$ cat src/rtl/alu_share_arbiter.sv
// Round-robin sharing of one external combinational ALU between two valid/ready requesters.
// Optional macro ALU_OP_CHECK_EN adds rsp*_err and answers illegal op codes without driving the ALU.
module alu_share_arbiter #(
    parameter int WORD_LEN = 32
) (
    input  logic                clk,
    input  logic                rst,
    input  logic                req0_valid,
    output logic                req0_ready,
    input  logic [WORD_LEN-1:0] req0_a,
    input  logic [WORD_LEN-1:0] req0_b,
    input  logic [3:0]          req0_op,
    input  logic                req1_valid,
    output logic                req1_ready,
    input  logic [WORD_LEN-1:0] req1_a,
    input  logic [WORD_LEN-1:0] req1_b,
    input  logic [3:0]          req1_op,
    output logic                rsp0_valid,
    input  logic                rsp0_ready,
    output logic [WORD_LEN-1:0] rsp0_res,
    output logic                rsp0_zero,
    output logic                rsp0_ovf,
    output logic                rsp1_valid,
    input  logic                rsp1_ready,
    output logic [WORD_LEN-1:0] rsp1_res,
    output logic                rsp1_zero,
    output logic                rsp1_ovf,
    output logic [WORD_LEN-1:0] alu_a,
    output logic [WORD_LEN-1:0] alu_b,
    output logic [3:0]          alu_op,
    input  logic [WORD_LEN-1:0] alu_res,
    input  logic                alu_zero,
    input  logic                alu_overflow,
`ifdef ALU_OP_CHECK_EN
    output logic                rsp0_err,
    output logic                rsp1_err,
`endif
    output logic                busy
);

    typedef enum logic [1:0] {IDLE, EXEC, HOLD} state_t;

    // Op code the ALU treats as "no operation" (res = 0); parked there outside EXEC.
    localparam logic [3:0] OP_NONE = 4'b1111;

    state_t              state;
    logic                prio;
    logic                grant;
    logic                sel;
    logic                accept;
    logic                rsp_take;
    logic [WORD_LEN-1:0] a_q, b_q, sel_a, sel_b;
    logic [3:0]          op_q, sel_op;
    logic [1:0]          rsp_valid_q, rsp_zero_q, rsp_ovf_q;
    logic [WORD_LEN-1:0] rsp_res_q [2];

    // With prio=1, req1 wins if valid; with prio=0, req1 wins only when req0 is idle.
    assign sel      = prio ? req1_valid : ~req0_valid;
    assign accept   = (state == IDLE) && (req0_valid || req1_valid);
    assign sel_a    = sel ? req1_a : req0_a;
    assign sel_b    = sel ? req1_b : req0_b;
    assign sel_op   = sel ? req1_op : req0_op;
    assign rsp_take = grant ? rsp1_ready : rsp0_ready;

    assign req0_ready = accept && !sel;
    assign req1_ready = accept && sel;
    assign busy       = (state != IDLE);

    assign alu_a  = a_q;
    assign alu_b  = b_q;
    assign alu_op = op_q;

    assign rsp0_valid = rsp_valid_q[0];
    assign rsp0_res   = rsp_res_q[0];
    assign rsp0_zero  = rsp_zero_q[0];
    assign rsp0_ovf   = rsp_ovf_q[0];
    assign rsp1_valid = rsp_valid_q[1];
    assign rsp1_res   = rsp_res_q[1];
    assign rsp1_zero  = rsp_zero_q[1];
    assign rsp1_ovf   = rsp_ovf_q[1];

`ifdef ALU_OP_CHECK_EN
    logic [1:0] rsp_err_q;
    assign rsp0_err = rsp_err_q[0];
    assign rsp1_err = rsp_err_q[1];

    function automatic logic op_legal(input logic [3:0] op);
        case (op)
            4'b0000, 4'b0001, 4'b0010, 4'b0110, 4'b0111, 4'b1100: op_legal = 1'b1;
            default:                                              op_legal = 1'b0;
        endcase
    endfunction
`endif

    // NOTE: non-blocking assignments only, so every register samples values from before the edge.
    always_ff @(posedge clk or posedge rst) begin
        if (rst) begin
            state       <= IDLE;
            prio        <= 1'b0;
            grant       <= 1'b0;
            a_q         <= '0;
            b_q         <= '0;
            op_q        <= OP_NONE;
            rsp_valid_q <= '0;
            rsp_zero_q  <= '0;
            rsp_ovf_q   <= '0;
            // NOTE: the result array holds visible output registers, so it is reset like any other flop.
            rsp_res_q   <= '{default: '0};
`ifdef ALU_OP_CHECK_EN
            rsp_err_q   <= '0;
`endif
        end else begin
            case (state)
                IDLE: begin
                    if (accept) begin
                        grant <= sel;
                        a_q   <= sel_a;
                        b_q   <= sel_b;
`ifdef ALU_OP_CHECK_EN
                        if (!op_legal(sel_op)) begin
                            rsp_valid_q[sel] <= 1'b1;
                            rsp_res_q[sel]   <= '0;
                            rsp_zero_q[sel]  <= 1'b1;
                            rsp_ovf_q[sel]   <= 1'b0;
                            rsp_err_q[sel]   <= 1'b1;
                            state            <= HOLD;
                        end else begin
                            op_q  <= sel_op;
                            state <= EXEC;
                        end
`else
                        op_q  <= sel_op;
                        state <= EXEC;
`endif
                    end
                end
                EXEC: begin
                    rsp_valid_q[grant] <= 1'b1;
                    rsp_res_q[grant]   <= alu_res;
                    rsp_zero_q[grant]  <= alu_zero;
                    rsp_ovf_q[grant]   <= alu_overflow;
`ifdef ALU_OP_CHECK_EN
                    rsp_err_q[grant]   <= 1'b0;
`endif
                    op_q               <= OP_NONE;
                    state              <= HOLD;
                end
                HOLD: begin
                    if (rsp_take) begin
                        rsp_valid_q[grant] <= 1'b0;
                        prio               <= ~grant;
                        state              <= IDLE;
                    end
                end
                default: state <= IDLE;
            endcase
        end
    end

endmodule

$ cat config.mk
export PLATFORM = sky130hd
export DESIGN_NAME = alu_share_arbiter
export DESIGN_NICKNAME = d
export VERILOG_FILES = /design/src/rtl/alu_share_arbiter.sv
export SDC_FILE = /design/constraint.sdc
export NUM_CORES = 1
export LEC_CHECK = 0
export BUFFER_PORTS_ARGS = -buffer_cell sky130_fd_sc_hd__buf_4
export CORE_AREA = 2 2 130 132
export DETAILED_ROUTE_END_ITERATION = 10
export DIE_AREA = 0 0 132 134
export GPL_ROUTABILITY_DRIVEN = 0
export PLACE_DENSITY = 0.67
export SYNTH_ARGS = -nofsm -noshare
export SYNTH_HDL_FRONTEND = slang
export SYNTH_SLANG_ARGS = --single-unit
$ cat constraint.sdc
create_clock -name clk -period 6.3 [get_ports clk]
set_clock_uncertainty 0.05 [all_clocks]
set_input_delay 1.89 -clock clk [delete_from_list [all_inputs] [get_ports clk]]
set_output_delay 1.89 -clock clk [all_outputs]
set_load 0.02 [all_outputs]
==> qor_table.md, run 1 <==
| Parameter | This run |
| --- | --- |
| IO Port Bufs | 316 |
| Count of cell types in the netlist | 25 |
| Floorplan die height | 134 um |
| Vias per std cell | 5.10 |
| Largest family of logic cells by synthesized area | compound AO/OA/AOI/OAI gates |
| Tightest slew margin relative to the limit | 26.9% |
| Synthesized-area fraction occupied by adder cells | 0% |
| Total length of routed wires | 18.0 mm |
| Setup repair after global routing missed its margin | no |
| Synth Area in XOR/XNOR | 0% |
| Number of antenna violations at the first check in global routing | 0 |
| Synth Instances | 421 |
| Cell chosen for the clock root | sky130_fd_sc_hd__clkbuf_16 |
| Placed cells | 923 |
| CP max-delay cell | sky130_fd_sc_hd__and3_2 |
| Cell family contributing the most delay on the critical path | buffers and inverters |
| Die width | 132 um |
| Total global routing track utilization | 20.2% |
| Average routed wire per standard cell | 18.8 um |
| Standard cell area after detailed placement | 0.00840 mm2 |
| Kind of start point of the critical path | primary input |
| Proportion of synthesized area in mux cells | 13.2% |
| Least-Margin Pin Slew | 1.10 ns |
| Row count | 47 |
| Fraction of layout cells with a size suffix above 1 | 58.7% |
| Total of max-cap violations | 0 |
| Number of top-level pins | 317 |
| Startpoint-to-endpoint class of the critical path | in2out |
| Cell depth of the worst flop-to-flop path | 4 |
| Count of buffer and inverter cells on the critical path | 2 |
| DIE AREA | 0.0177 mm2 |
| Setup_tns | 0 ns |
| Switching power share of the total | 37.7% |
| H-tree levels | 4 |
| Mean instance size in the synthesized netlist | 14.0 um2 |
| Hold-fix buffers, CTS | 0 |
| Proportion of power drawn by flip-flops and latches | 31.9% |
| Reported leakage power | 4.32 nW |
| Most common cell after layout, fill and taps aside | sky130_fd_sc_hd__buf_4 |
| Yosys warning count | 0 |
| Basic-gate share of the synthesized area counting and, or, nand and nor cells | 1.87% |
| Largest net degree at the start of global routing | 97 |
| Routed vias | 4,866 |
| Class of the tightest hold or removal check | reg2reg |
| Iter 0 DRT Violations | 199 |
| Final std cells w/o fill | 954 |
| Core area | 0.0163 mm2 |
| Final slew viol count | 0 |
| Hold path startpoint | rsp1_res[26] |
| Cell-by-cell listing of the critical path | buf_4, nand2_1, and3_2, buf_4 |
| Hold path endpoint | rsp1_res[26] |
| Hold Violations, Final | 0 |
| Final setup violation count | 0 |
| DRC Markers | 0 |
| Hold path depth | 1 |
| Synthesized flop and latch total | 142 |
| CP most frequent cell | sky130_fd_sc_hd__buf_4 |
| Total congestion overflow after global routing | 0 |
| Switching power | 0.00196 W |
| # resized after CTS | 0 |
| Result of the run | complete, no violations |
| Worst-Skew Late Latency | 0.42 ns |
| Maximum vdd ir drop | 0.255 mV |
| Post-synthesis sequential area ratio | 60.4% |
| Fraction of power consumed by the clock network | 20.8% |
| Number of iterations in the first detailed-routing pass | 4 |
| Combinational fraction of design power | 47.3% |
| Netlist Area Pre-Place | 0.00589 mm2 |
| Final critical-path share of the clock period | 69.1% |
| Crit path largest cell delay | 0.22 ns |
| Maximum net fanout on the critical path | 4 |
| Final critical path time including I/O delays and setup | 4.35 ns |
| Layout net count | 898 |
| Post-detailed-placement half-perimeter wirelength | 12.8 mm |
| Vias in the first global route | 5,131 |
| Reg-to-Reg Start | state[1] |
| Maximum buffer depth of the clock tree | 2 |
| Sort of element at the end of the critical path | output port |
| CP required | 4.36 ns |
| Worst R2R End | alu_b[25] |
| Setup slack of the most critical reg-to-reg path | 3.85 ns |
| Clock Sink Count | 142 |
| Inserted Clock Buffers | 17 |
| Global-route wire length before repair | 27.9 mm |
| Post-CTS Setup Repair Bufs | 0 |
| Power Dens Cells | 575 mW/mm2 |
| Remaining antenna violation count | 0 |
| CTS tree | built |
| Maximum frequency from static timing analysis | 230 MHz |
| Antenna diodes | 0 |
| Starting density of the core | 36.1% |
| Worst EP arrival | 2.41 ns |
| Post-Syn Nets | 597 |
| Clock slew at the register clock pins of the worst setup and hold paths | 0.06 ns |
| Final core area utilization | 55.4% |
| Fraction of the mapped netlist area in compound gates | 20.8% |
| Layout overhead on the synthesized area | 53.4% |
| Top library cells by usage in the layout, fill and taps aside | sky130_fd_sc_hd__buf_4 (320), sky130_fd_sc_hd__dfrtp_1 (138), sky130_fd_sc_hd__mux2_2 (68), sky130_fd_sc_hd__a221o_1 (68), sky130_fd_sc_hd__a21boi_0 (62) |
| Internal power of the cells | 0.00324 W |
| Finished Cell Area | 0.00903 mm2 |
flip-flops by register name, indices dropped and copies added (netlist names), 2 cells and up, named ones only:
register / flops
alu_a: 32
alu_b: 32
alu_op: 4
rsp0_res: 32
rsp1_res: 32
rsp_ovf_q: 2
rsp_zero_q: 2
state: 2
through the flow:
stage | setup WS [ns] | hold WS [ns] | power (W)
after CTS | 1.94 | 0.458 | 0.00525
final | 1.95 | 0.456 | 0.00520
after detailed placement | 1.94 | 0.444 | 0.00415
after global placement | 1.94 | 0.439 | 0.00408
after floorplan | 0.557 | 0.431 | 0.00308
after global routing | 1.92 | 0.470 | 0.00548
worst max path at each step:
stage	start	end	slack, ns	depth (start not counted)
after floorplan	rst	async pin	0.56	1
after global placement	req1_valid	req0_ready	1.94	4
after detailed placement	req1_valid	req0_ready	1.94	4
after CTS	req1_valid	req0_ready	1.94	4
after global routing	req1_valid	req0_ready	1.92	4
final	req1_valid	req0_ready	1.95	4
layout make-up:
type / instances / area [um2]
clock inverter: 14 / 208
timing repair buffer: 320 / 2400
tap: 220 / 275
fill: 1386 / 7260
multi-input combinational: 233 / 2130
inverter: 8 / 35.0
sequential: 142 / 3560
clock buffer: 17 / 425
power groups by stage:
| stage | registers (W) | logic, W | clock network [W] |
|---|---|---|---|
| 2_1_floorplan | 0.00215 | 0.000929 | 0 |
| 3_3_place_gp | 0.00164 | 0.00243 | 0 |
| 3_5_place_dp | 0.00166 | 0.00249 | 0 |
| 4_1_cts | 0.00166 | 0.00249 | 0.00110 |
| 5_1_grt | 0.00172 | 0.00261 | 0.00114 |
| 6_report | 0.00166 | 0.00246 | 0.00108 |
layer usage:
layer / vias up / GRT usage (%) / wire length [um]
met5: - / 0 / 0
met4: 0 / 8.03 / 468
met3: 28 / 6.12 / 1320
met2: 247 / 33.8 / 8910
met1: 2375 / 24.5 / 7280
li1: 2216 / - / -
synthesized netlist by cell type:
cell / n / area [um2]
sky130_fd_sc_hd__mux2i_1: 1 / 10.0
sky130_fd_sc_hd__o21ai_0: 5 / 25.0
sky130_fd_sc_hd__a21oi_1: 4 / 20.0
sky130_fd_sc_hd__clkbuf_1: 16 / 60.1
sky130_fd_sc_hd__nand2_1: 3 / 11.3
sky130_fd_sc_hd__inv_1: 8 / 30.0
sky130_fd_sc_hd__a221o_1: 68 / 681
sky130_fd_sc_hd__nor2_1: 5 / 18.8
sky130_fd_sc_hd__nand2b_1: 2 / 12.5
sky130_fd_sc_hd__buf_2: 17 / 85.1
sky130_fd_sc_hd__a31oi_1: 1 / 6.26
sky130_fd_sc_hd__a21boi_1: 2 / 15.0
sky130_fd_sc_hd__and2_1: 1 / 6.26
sky130_fd_sc_hd__mux2_2: 68 / 766
sky130_fd_sc_hd__o21ba_2: 1 / 10.0
sky130_fd_sc_hd__dfstp_2: 4 / 105
sky130_fd_sc_hd__buf_6: 2 / 22.5
sky130_fd_sc_hd__nor2_2: 2 / 12.5
sky130_fd_sc_hd__buf_4: 3 / 22.5
sky130_fd_sc_hd__nand3b_1: 2 / 15.0
sky130_fd_sc_hd__and3_1: 2 / 12.5
sky130_fd_sc_hd__dfrtp_1: 138 / 3450
sky130_fd_sc_hd__or2_2: 1 / 6.26
sky130_fd_sc_hd__nand3_1: 3 / 15.0
sky130_fd_sc_hd__a21boi_0: 62 / 465
logic make-up after synthesis:
group / count (synthesis)
muxes: 69
buffers and inverters: 46
and+or+nand+nor: 21
AOI/OAI and AO/OA: 143
DFF: 142
Power figures use the tool's default switching activity.
==> run 2: changes to the inputs <==
==> constraint.sdc (replaced) <==
create_clock -name clk -period 4.13 [get_ports clk]
set_clock_uncertainty 0.05 [all_clocks]
set_input_delay 1.239 -clock clk [delete_from_list [all_inputs] [get_ports clk]]
set_output_delay 1.239 -clock clk [all_outputs]
set_load 0.02 [all_outputs]
==> run 2 against run 1 <==
Compared with the run above:
- register-to-register slack worse by 2.1 ns
- final cell count rose by 0.10%
- global-route usage hardly changed
- setup slack worse by 1.0 ns
- sequential power increased by 52%
- critical path type is now reg2out
- first-iteration DRC count decreased by 6.5%
- hold slack worse by 0.00080 ns
- non-clock buffer count increased by 1
- critical path depth shrank 1
==> qor_table.md, run 2 (synthesis gave the netlist of run 1 again) <==
| Parameter | This run |
| --- | --- |
| Result of the run | complete, no violations |
| CP max-delay cell | sky130_fd_sc_hd__dfrtp_1 |
| Combinational fraction of design power | 48.6% |
| Total length of routed wires | 17.9 mm |
| Inserted Clock Buffers | 17 |
| Register area | 0.00356 mm2 |
| Largest net degree at the start of global routing | 77 |
| Top library cells by usage in the layout, fill and taps aside | sky130_fd_sc_hd__buf_4 (319), sky130_fd_sc_hd__dfrtp_1 (138), sky130_fd_sc_hd__mux2_2 (68), sky130_fd_sc_hd__a221o_1 (68), sky130_fd_sc_hd__a21boi_0 (62) |
| Number of top-level pins | 317 |
| Setup repair after global routing missed its margin | no |
| Remaining antenna violation count | 0 |
| Finished Cell Area | 0.00899 mm2 |
| Hold Violations, Final | 0 |
| Total congestion overflow after global routing | 0 |
| Sort of element at the end of the critical path | output port |
| Final core area utilization | 55.2% |
| Vias in the first global route | 5,272 |
| Setup_tns | 0 ns |
| Tightest slew margin relative to the limit | 24.3% |
| Maximum vdd ir drop | 0.335 mV |
| Layout overhead on the synthesized area | 52.6% |
| Least-Margin Pin Slew | 1.14 ns |
| Layout net count | 899 |
| Maximum net fanout on the critical path | 26 |
| Most common cell after layout, fill and taps aside | sky130_fd_sc_hd__buf_4 |
| Worst EP arrival | 1.93 ns |
| Standard cell area after detailed placement | 0.00843 mm2 |
| # resized after CTS | 0 |
| Post-detailed-placement half-perimeter wirelength | 12.9 mm |
| Power Dens Cells | 859 mW/mm2 |
| Maximum buffer depth of the clock tree | 2 |
| Fraction of layout cells with a size suffix above 1 | 58.6% |
| Number of antenna violations at the first check in global routing | 0 |
| Class of the tightest hold or removal check | reg2reg |
| Antenna diodes | 0 |
| Global-route wire length before repair | 27.9 mm |
| Row count | 47 |
| Total global routing track utilization | 20.2% |
| Starting density of the core | 36.1% |
| Kind of start point of the critical path | flip-flop |
| CP required | 2.84 ns |
| Clock Sink Count | 142 |
| Fillcell total | 1,396 |
| Combined area of the multi-input logic cells | 0.00213 mm2 |
| Switching power share of the total | 38.3% |
| Clock slew at the register clock pins of the worst setup and hold paths | 0.06 ns |
| Crit path largest cell delay | 0.51 ns |
| Tot Pwr | 0.00772 W |
| DIE AREA | 0.0177 mm2 |
| H-tree levels | 4 |
| Hold-fix buffers, CTS | 0 |
| Fraction of power consumed by the clock network | 18.7% |
| Worst-Skew Late Latency | 0.41 ns |
| DRC Markers | 0 |
| Startpoint-to-endpoint class of the critical path | reg2out |
| Cell chosen for the clock root | sky130_fd_sc_hd__clkbuf_16 |
| Floorplan die height | 134 um |
| Number of iterations in the first detailed-routing pass | 4 |
| Core area | 0.0163 mm2 |
| IO Port Bufs | 316 |
| Vias per std cell | 5.12 |
| Post-CTS Setup Repair Bufs | 0 |
| Die width | 132 um |
| Final critical path time including I/O delays and setup | 3.22 ns |
| Maximum frequency from static timing analysis | 311 MHz |
| Total of max-cap violations | 0 |
| Final critical-path share of the clock period | 77.9% |
| CTS tree | built |
| Iter 0 DRT Violations | 186 |
| Internal power of the cells | 0.00476 W |
| Switching power | 0.00296 W |
| Hold_ws | 0.455 ns |
| Final setup violation count | 0 |
| Cell-by-cell listing of the critical path | nor2_4, and3_2, buf_4 |
| Routed vias | 4,891 |
| Reported leakage power | 4.30 nW |
| Average routed wire per standard cell | 18.8 um |
| Proportion of power drawn by flip-flops and latches | 32.7% |
| Final slew viol count | 0 |
run 2: area by class of cell:
cell class	instances	share of cell area, %
multi-input combinational	233	23.7
timing repair buffer	321	27.1
inverter	8	0.376
tap	220	3.06
sequential	142	39.6
clock buffer	19	4.93
clock inverter	12	1.28
run 2: per-stage QoR:
step,std cells,setup WS [ns]
floorplan,421,1.01
global placement,924,0.996
detailed placement,924,1.02
CTS,955,0.875
global route,955,0.777
finish,955,0.911
run 2: power by group through the flow:
stage	logic [W]	clock network, W	registers [W]
after global routing	0.00399	0.00154	0.00261
after global placement	0.00372	0	0.00251
final	0.00375	0.00144	0.00253
after detailed placement	0.00381	0	0.00253
after CTS	0.00380	0.00148	0.00253
after floorplan	0.00142	0	0.00328
run 2: worst max-delay path: cells and delay by family (launching register included):
kind	cells	cell delay [ns]
simple gates	2	0.84
flops	1	0.51
buf+inv	1	0.16
run 2: path summary, 6_finish.rpt:
check                               endpoint          from  slack (ns)  cells after the start
min in group asynchronous           alu_b[9]           rst        0.81                      2
worst max register to register      alu_a[9]      state[1]        1.72                      4
max in group asynchronous          alu_b[18]           rst        2.48                      3
worst min register to register  rsp1_res[11]  rsp1_res[11]        0.46                      1
worst max-delay path              req0_ready      state[1]        0.91                      3
worst min-delay path            rsp1_res[11]  rsp1_res[11]        0.46                      1
run 2: per-layer routing:
metal | GRT usage [%] | vias to the layer above | part of all wire (%)
li1 | - | 2206 | -
met1 | 24.1 | 2397 | 40
met2 | 33.1 | 259 | 49
met3 | 7.18 | 29 | 8.3
met4 | 9.00 | 0 | 2.8
met5 | 0 | - | 0
